<file path="src/rtl/rand_pkg.sv">
// Shared types and defaults for the rejection-sampling random symbol generator.
package rand_pkg;

  localparam int RANGE_DEF  = 6;
  localparam int STRIDE_DEF = 8;
  localparam int DEPTH_DEF  = 4;

  typedef enum logic [1:0] {
    ST_IDLE = 2'd0,
    ST_FILL = 2'd1,
    ST_HOLD = 2'd2
  } state_e;

  // Largest multiple of range that fits in an 8-bit word; candidates at or
  // above it would bias the modulo result, so they are rejected.
  function automatic int accept_threshold(input int range);
    return 256 - (256 % range);
  endfunction

endpackage

</file>
<file path="src/rtl/sample_fifo.sv">
// Small circular buffer holding accepted samples; head is zeroed when empty.
module sample_fifo
  import rand_pkg::*;
#(
  parameter int DEPTH = DEPTH_DEF
) (
  input  logic                     clk_i,
  input  logic                     rst_ni,
  input  logic                     flush_i,
  input  logic                     push_i,
  input  logic                     pop_i,
  input  logic [7:0]               wdata_i,
  output logic [7:0]               rdata_o,
  output logic [$clog2(DEPTH):0]   level_o,
  output logic                     full_o,
  output logic                     empty_o
);

  localparam int PW = $clog2(DEPTH);
  localparam int LW = PW + 1;

  logic [7:0]    mem_q [DEPTH];
  logic [7:0]    mem_d [DEPTH];
  logic [PW-1:0] wr_ptr_q, wr_ptr_d;
  logic [PW-1:0] rd_ptr_q, rd_ptr_d;
  logic [LW-1:0] level_q, level_d;
  logic          push_ok, pop_ok;

  assign full_o  = (level_q == LW'(DEPTH));
  assign empty_o = (level_q == '0);
  assign level_o = level_q;
  assign rdata_o = empty_o ? 8'd0 : mem_q[rd_ptr_q];

  // Pointer and level update; flush wins over push and pop, pointers wrap mod DEPTH.
  always_comb begin
    push_ok  = push_i && !full_o && !flush_i;
    pop_ok   = pop_i && !empty_o && !flush_i;
    mem_d    = mem_q;
    wr_ptr_d = wr_ptr_q;
    rd_ptr_d = rd_ptr_q;
    level_d  = level_q;
    if (flush_i) begin
      wr_ptr_d = '0;
      rd_ptr_d = '0;
      level_d  = '0;
    end else begin
      if (push_ok) begin
        mem_d[wr_ptr_q] = wdata_i;
        wr_ptr_d        = wr_ptr_q + PW'(1);
      end
      if (pop_ok) begin
        rd_ptr_d = rd_ptr_q + PW'(1);
      end
      case ({push_ok, pop_ok})
        2'b10:   level_d = level_q + LW'(1);
        2'b01:   level_d = level_q - LW'(1);
        default: level_d = level_q;
      endcase
    end
  end

  // Control registers: pointers and occupancy.
  always_ff @(posedge clk_i or negedge rst_ni) begin
    if (!rst_ni) begin
      wr_ptr_q <= '0;
      rd_ptr_q <= '0;
      level_q  <= '0;
    end else begin
      wr_ptr_q <= wr_ptr_d;
      rd_ptr_q <= rd_ptr_d;
      level_q  <= level_d;
    end
  end

  // Sample storage; contents never observed while empty, so no reset needed.
  always_ff @(posedge clk_i) begin
    mem_q <= mem_d;
  end

endmodule

</file>
<file path="src/rtl/rand_sampler.sv">
// Rejection sampler: draws an LFSR word every STRIDE enabled cycles, keeps
// unbiased candidates as candidate mod RANGE and buffers them in a FIFO.
// Optional build macro RAND_SAMPLER_STATS_EN adds a saturating reject counter.
//
// state | meaning
// IDLE  | en_i low, no draws
// FILL  | enabled, FIFO has room, draws on stride terminal count
// HOLD  | FIFO full, draws and stride counter frozen
module rand_sampler
  import rand_pkg::*;
#(
  parameter int RANGE  = RANGE_DEF,
  parameter int STRIDE = STRIDE_DEF,
  parameter int DEPTH  = DEPTH_DEF
) (
  input  logic                   clk_i,
  input  logic                   rst_ni,
  input  logic [7:0]             rand_i,
  input  logic                   en_i,
  input  logic                   flush_i,
  output logic [7:0]             sample_o,
  output logic                   valid_o,
  input  logic                   ready_i,
  output logic [$clog2(DEPTH):0] level_o
`ifdef RAND_SAMPLER_STATS_EN
  ,
  output logic [15:0]            rejects_o
`endif
);

  localparam int         LW          = $clog2(DEPTH) + 1;
  localparam logic [8:0] THRESH      = 9'(accept_threshold(RANGE));
  localparam logic [7:0] STRIDE_LAST = 8'(STRIDE - 1);
  localparam logic [7:0] RANGE_W     = 8'(RANGE);

  state_e        state_q, state_d;
  logic [7:0]    cnt_q, cnt_d;
  logic          draw, cand_ok, push, pop;
  logic [7:0]    cand_mod;
  logic          fifo_full, fifo_empty;
  logic [LW-1:0] fifo_level;

  // State register.
  always_ff @(posedge clk_i or negedge rst_ni) begin
    if (!rst_ni) state_q <= ST_IDLE;
    else         state_q <= state_d;
  end

  // Next-state: flush and en_i=0 override; HOLD entered only when a push fills the last slot.
  always_comb begin
    state_d = state_q;
    if (flush_i) begin
      state_d = en_i ? ST_FILL : ST_IDLE;
    end else if (!en_i) begin
      state_d = ST_IDLE;
    end else begin
      case (state_q)
        ST_IDLE: state_d = ST_FILL;
        ST_FILL: if (push && !pop && fifo_level == LW'(DEPTH - 1)) state_d = ST_HOLD;
        ST_HOLD: if (pop) state_d = ST_FILL;
        default: state_d = ST_IDLE;
      endcase
    end
  end

  // Outputs of the FSM: draw/accept decision, push/pop strobes, stride counter next value.
  always_comb begin
    draw     = en_i && !flush_i && (state_q == ST_FILL) && (cnt_q == STRIDE_LAST);
    cand_ok  = ({1'b0, rand_i} < THRESH);
    cand_mod = rand_i % RANGE_W;
    push     = draw && cand_ok && !fifo_full;
    pop      = valid_o && ready_i && !flush_i;
    cnt_d    = cnt_q;
    if (flush_i) begin
      cnt_d = '0;
    end else if (en_i && state_q != ST_HOLD) begin
      cnt_d = (cnt_q == STRIDE_LAST) ? 8'd0 : cnt_q + 8'd1;
    end
  end

  // Stride counter register.
  always_ff @(posedge clk_i or negedge rst_ni) begin
    if (!rst_ni) cnt_q <= '0;
    else         cnt_q <= cnt_d;
  end

`ifdef RAND_SAMPLER_STATS_EN
  logic [15:0] rej_q, rej_d;

  // Reject count saturates rather than wrapping so a stuck-high LFSR stays visible.
  always_comb begin
    rej_d = rej_q;
    if (flush_i) begin
      rej_d = '0;
    end else if (draw && !cand_ok && rej_q != 16'hFFFF) begin
      rej_d = rej_q + 16'd1;
    end
  end

  // Reject counter register.
  always_ff @(posedge clk_i or negedge rst_ni) begin
    if (!rst_ni) rej_q <= '0;
    else         rej_q <= rej_d;
  end

  assign rejects_o = rej_q;
`endif

  sample_fifo #(
    .DEPTH (DEPTH)
  ) u_fifo (
    .clk_i   (clk_i),
    .rst_ni  (rst_ni),
    .flush_i (flush_i),
    .push_i  (push),
    .pop_i   (pop),
    .wdata_i (cand_mod),
    .rdata_o (sample_o),
    .level_o (fifo_level),
    .full_o  (fifo_full),
    .empty_o (fifo_empty)
  );

  assign valid_o = !fifo_empty;
  assign level_o = fifo_level;

endmodule

</file>
<file path="config.mk">
export PLATFORM = sky130hd
export DESIGN_NAME = rand_sampler
export DESIGN_NICKNAME = d
export VERILOG_FILES = /design/src/rtl/rand_pkg.sv /design/src/rtl/sample_fifo.sv /design/src/rtl/rand_sampler.sv
export SDC_FILE = /design/constraint.sdc
export NUM_CORES = 1
export LEC_CHECK = 0
export CAP_MARGIN = 10
export CORE_UTILIZATION = 41
export DETAILED_ROUTE_END_ITERATION = 6
export GPL_ROUTABILITY_DRIVEN = 0
export PLACE_DENSITY = 0.71
export SYNTH_ARGS = -nofsm -noshare
export SYNTH_HDL_FRONTEND = slang
export SYNTH_HIERARCHICAL = 1
export SYNTH_SLANG_ARGS = --single-unit
</file>
<file path="constraint.sdc">
create_clock -name clk_i -period 3.7 [get_ports clk_i]
set_input_delay 0.925 -clock clk_i [delete_from_list [all_inputs] [get_ports clk_i]]
set_output_delay 0.925 -clock clk_i [all_outputs]
set_load 0.02 [all_outputs]
</file>
==> metrics.cfg <==
[synth]
postSynthAreaPerCell_sq_um=11.4
synth_seq_cells=49
synth_warnings=6
netlist_top_cells_area=edfxtp_1 34%, dfrtp_1 15%, mux4_2 6.4%
yosysTopAreaCellShare=0.341
synth_largest_area_cell=edfxtp_1
syn_inst=248
ys_async_sr_fraction=0.347
synth_edf_count=32
synth_flop_cell=edfxtp_1
synth.distinct_cells=65
yosysSeqAreaShare=0.492
netlist_area_sq_um=2820

[critical_path]
crit_required_ps=3830
cp_slowest_cell=clkdlybuf4s50_1
cp_max_fo=7
critPathMaxStageDelay_ps=600
crit_chain=clkdlybuf4s50_1 -> xnor2_1 -> a211oi_1 -> buf_4 -> a211oi_1 -> a21oi_1 -> a22o_1 -> ha_1 -> nand2b_1 -> buf_4 -> nor2_1 -> a32o_1
crit_start=rand_i[4]
rr_startpoint=cnt_q[4]
cp-end-kind=register
reg2regPathDepth=7
worstSetupEndpoint=u_fifo/mem_q[15]
worstReg2RegEnd=u_fifo/mem_q[19]
reg2reg_slack_ps=590
arrival_ps=3570
start_kind=primary input
crit_family=compound AO/OA/AOI/OAI gates
path_class=primary input to register
crit_buf_inv=3
cp_num_cells=12

[grt]
grt_pass1_wl_microns=9360
grt_overflow=0
grt_pass1_vias=2000
antenna_found_initial=0
grt_use_total=0.165
grt_max_degree=18

[power_and_ir_drop]
p_total_w=0.00110
powerDensity_nw_per_um2=322
p_leak_nw=1.30
vdd_drop_max_mv=0.198

[clock_network]
path_clk_slew_ps=90
cts_num_sinks=49
cts.htree.levels=2
cts_tree=built
cts-buffers-inserted=5
clk_path_buf_depth=2
post_cts.repair.setup_buffers=0
cts-root-buf=clkbuf_8
insertion_delay_ps=300

[worst_hold_path]
holdCritPathClass=register to register

[place]
dp_hpwl_microns=3900
numPortBuffers=24

[timing]
relSlewSlack=0.467
fin_crit_sh=0.930
setup-tns-final_ps=0
setup_viol=0
hold_viol_final=0
min_period_ps=3440
skew_ps=3.49
rsz0062_at_grt=no
slew_viol_final=0
holdWs_ps=501
worstMarginPinSlew_ps=797
fmax_mhz=291

[status]
violations=DRC
status=complete, but fails checks

[layout]
final_cell_mix=32 x edfxtp_1, 24 x clkdlybuf4s50_1, 22 x buf_4
n_antenna_cell=0
area_growth_pct=20.8
drive_gt1_frac=0.166
nets=315
nFillCells=544
layout_commonest_cell=edfxtp_1

[floorplanning]
initial_utilization=0.433
die_h_microns=84.9
die_w_microns=84.9
rows=29
io_pins=25
core_sq_um=6490
fp.dieArea_sq_um=7200

[routing]
initialDrtViolationCount=82
wl_microns=5550
dr.pass1.iters=6
drc_errors=1
vias=2103
post_drt_via_cell_ratio=5.64
wire_per_inst_microns=14.9
detail-route-antenna-nets=0

[flow_run]
max_cap_violations=0

[state kept, by name, indices dropped and copies added, names as in the netlist]
name / cells
u_fifo/wr_ptr_q: 2
cnt_q: 8
u_fifo/mem_q: 32
u_fifo/level_o: 3
u_fifo/rd_ptr_q: 2
state_q: 2
[cell type report]
class	instances	area, sq um	area share
Multi-Input combinational cell	182	1360	0.400
Tap cell	77	96.3	0.0283
Sequential cell	49	1390	0.408
Clock inverter	2	38.8	0.0114
Inverter	11	41.3	0.0121
Timing Repair Buffer	46	405	0.119
Clock buffer	6	72.6	0.0213
[through the flow]
stage               utilization  std cells  instance area, sq um  setup slack (ps)
CTS                       0.522        373                  3390               255
global route              0.524        373                  3400              28.7
floorplan                     -        255                  2840               198
finish                    0.524        373                  3400               260
global placement          0.505        365                  3280              11.5
detailed placement        0.505        365                  3280             -70.7
[cell families (layout without fill, tap and decap cells)]
kind of cell / after synthesis / after routing / share of synthesized area
multiplexers: 11 / 11 / 0.0751
XOR/XNOR: 7 / 7 / 0.0218
adder cells (fa/ha/maj): 7 / 7 / 0.0338
AND/OR/NAND/NOR: 90 / 90 / 0.190
buffers and inverters: 24 / 65 / 0.0378
flip-flops: 49 / 49 / 0.492
AO/OA/AOI/OAI: 59 / 59 / 0.148
other: 1 / 8 / 0.00133
[worst reg2reg max path, stage by stage, from the launching register on]
cell	delay, ps
dfrtp_1	430
or4_1	560
or3_4	380
nor3_1	260
buf_4	220
inv_1	80
nor3_1	330
and2_1	500
[layer usage]
metal	wire length, microns	share of wire	global-route usage
met4	73	0.013	0.0539
met3	196	0.035	0.0302
met5	0	0	0
met1	2560	0.46	0.209
met2	2720	0.49	0.288
[worst min-delay path by stage]
| stage | start | cells after the start | to | slack, ps |
|---|---|---|---|---|
| 2_1_floorplan | cnt_q[0] | 1 | cnt_q[0] | 470 |
| 3_3_place_gp | cnt_q[0] | 1 | cnt_q[0] | 490 |
| 6_report | cnt_q[0] | 1 | cnt_q[0] | 500 |
| 5_1_grt | cnt_q[0] | 1 | cnt_q[0] | 530 |
| 3_5_place_dp | cnt_q[0] | 1 | cnt_q[0] | 490 |
| 4_1_cts | cnt_q[0] | 1 | cnt_q[0] | 510 |
[synth_stat cells (7+ instances only)]
| library cell | number |
|---|---|
| edfxtp_1 | 32 |
| nor2_1 | 18 |
| dfrtp_1 | 17 |
| nand2_1 | 11 |
| inv_1 | 10 |
| nand2b_1 | 10 |
| nor2b_1 | 10 |
| mux4_2 | 8 |
| a21oi_1 | 7 |
| and3_1 | 7 |
| clkbuf_1 | 7 |
| o21ai_0 | 7 |
| o21ai_1 | 7 |
[where the power goes]
| part | switching, W | total (W) | internal (W) |
|---|---|---|---|
| clock network | 0.000175 | 0.000378 | 0.000203 |
| registers | 0.00000207 | 0.000594 | 0.000592 |
| logic | 0.0000647 | 0.000123 | 0.0000586 |
| total | 0.000242 | 0.00110 | 0.000854 |
[repair_timing]
action | in CTS | in global routing
setup endpoints to repair | 0 | 5
hold endpoints to repair | 0 | 0
resized for setup | 0 | 2
hold buffers | 0 | 0
Power figures use the tool's default switching activity.
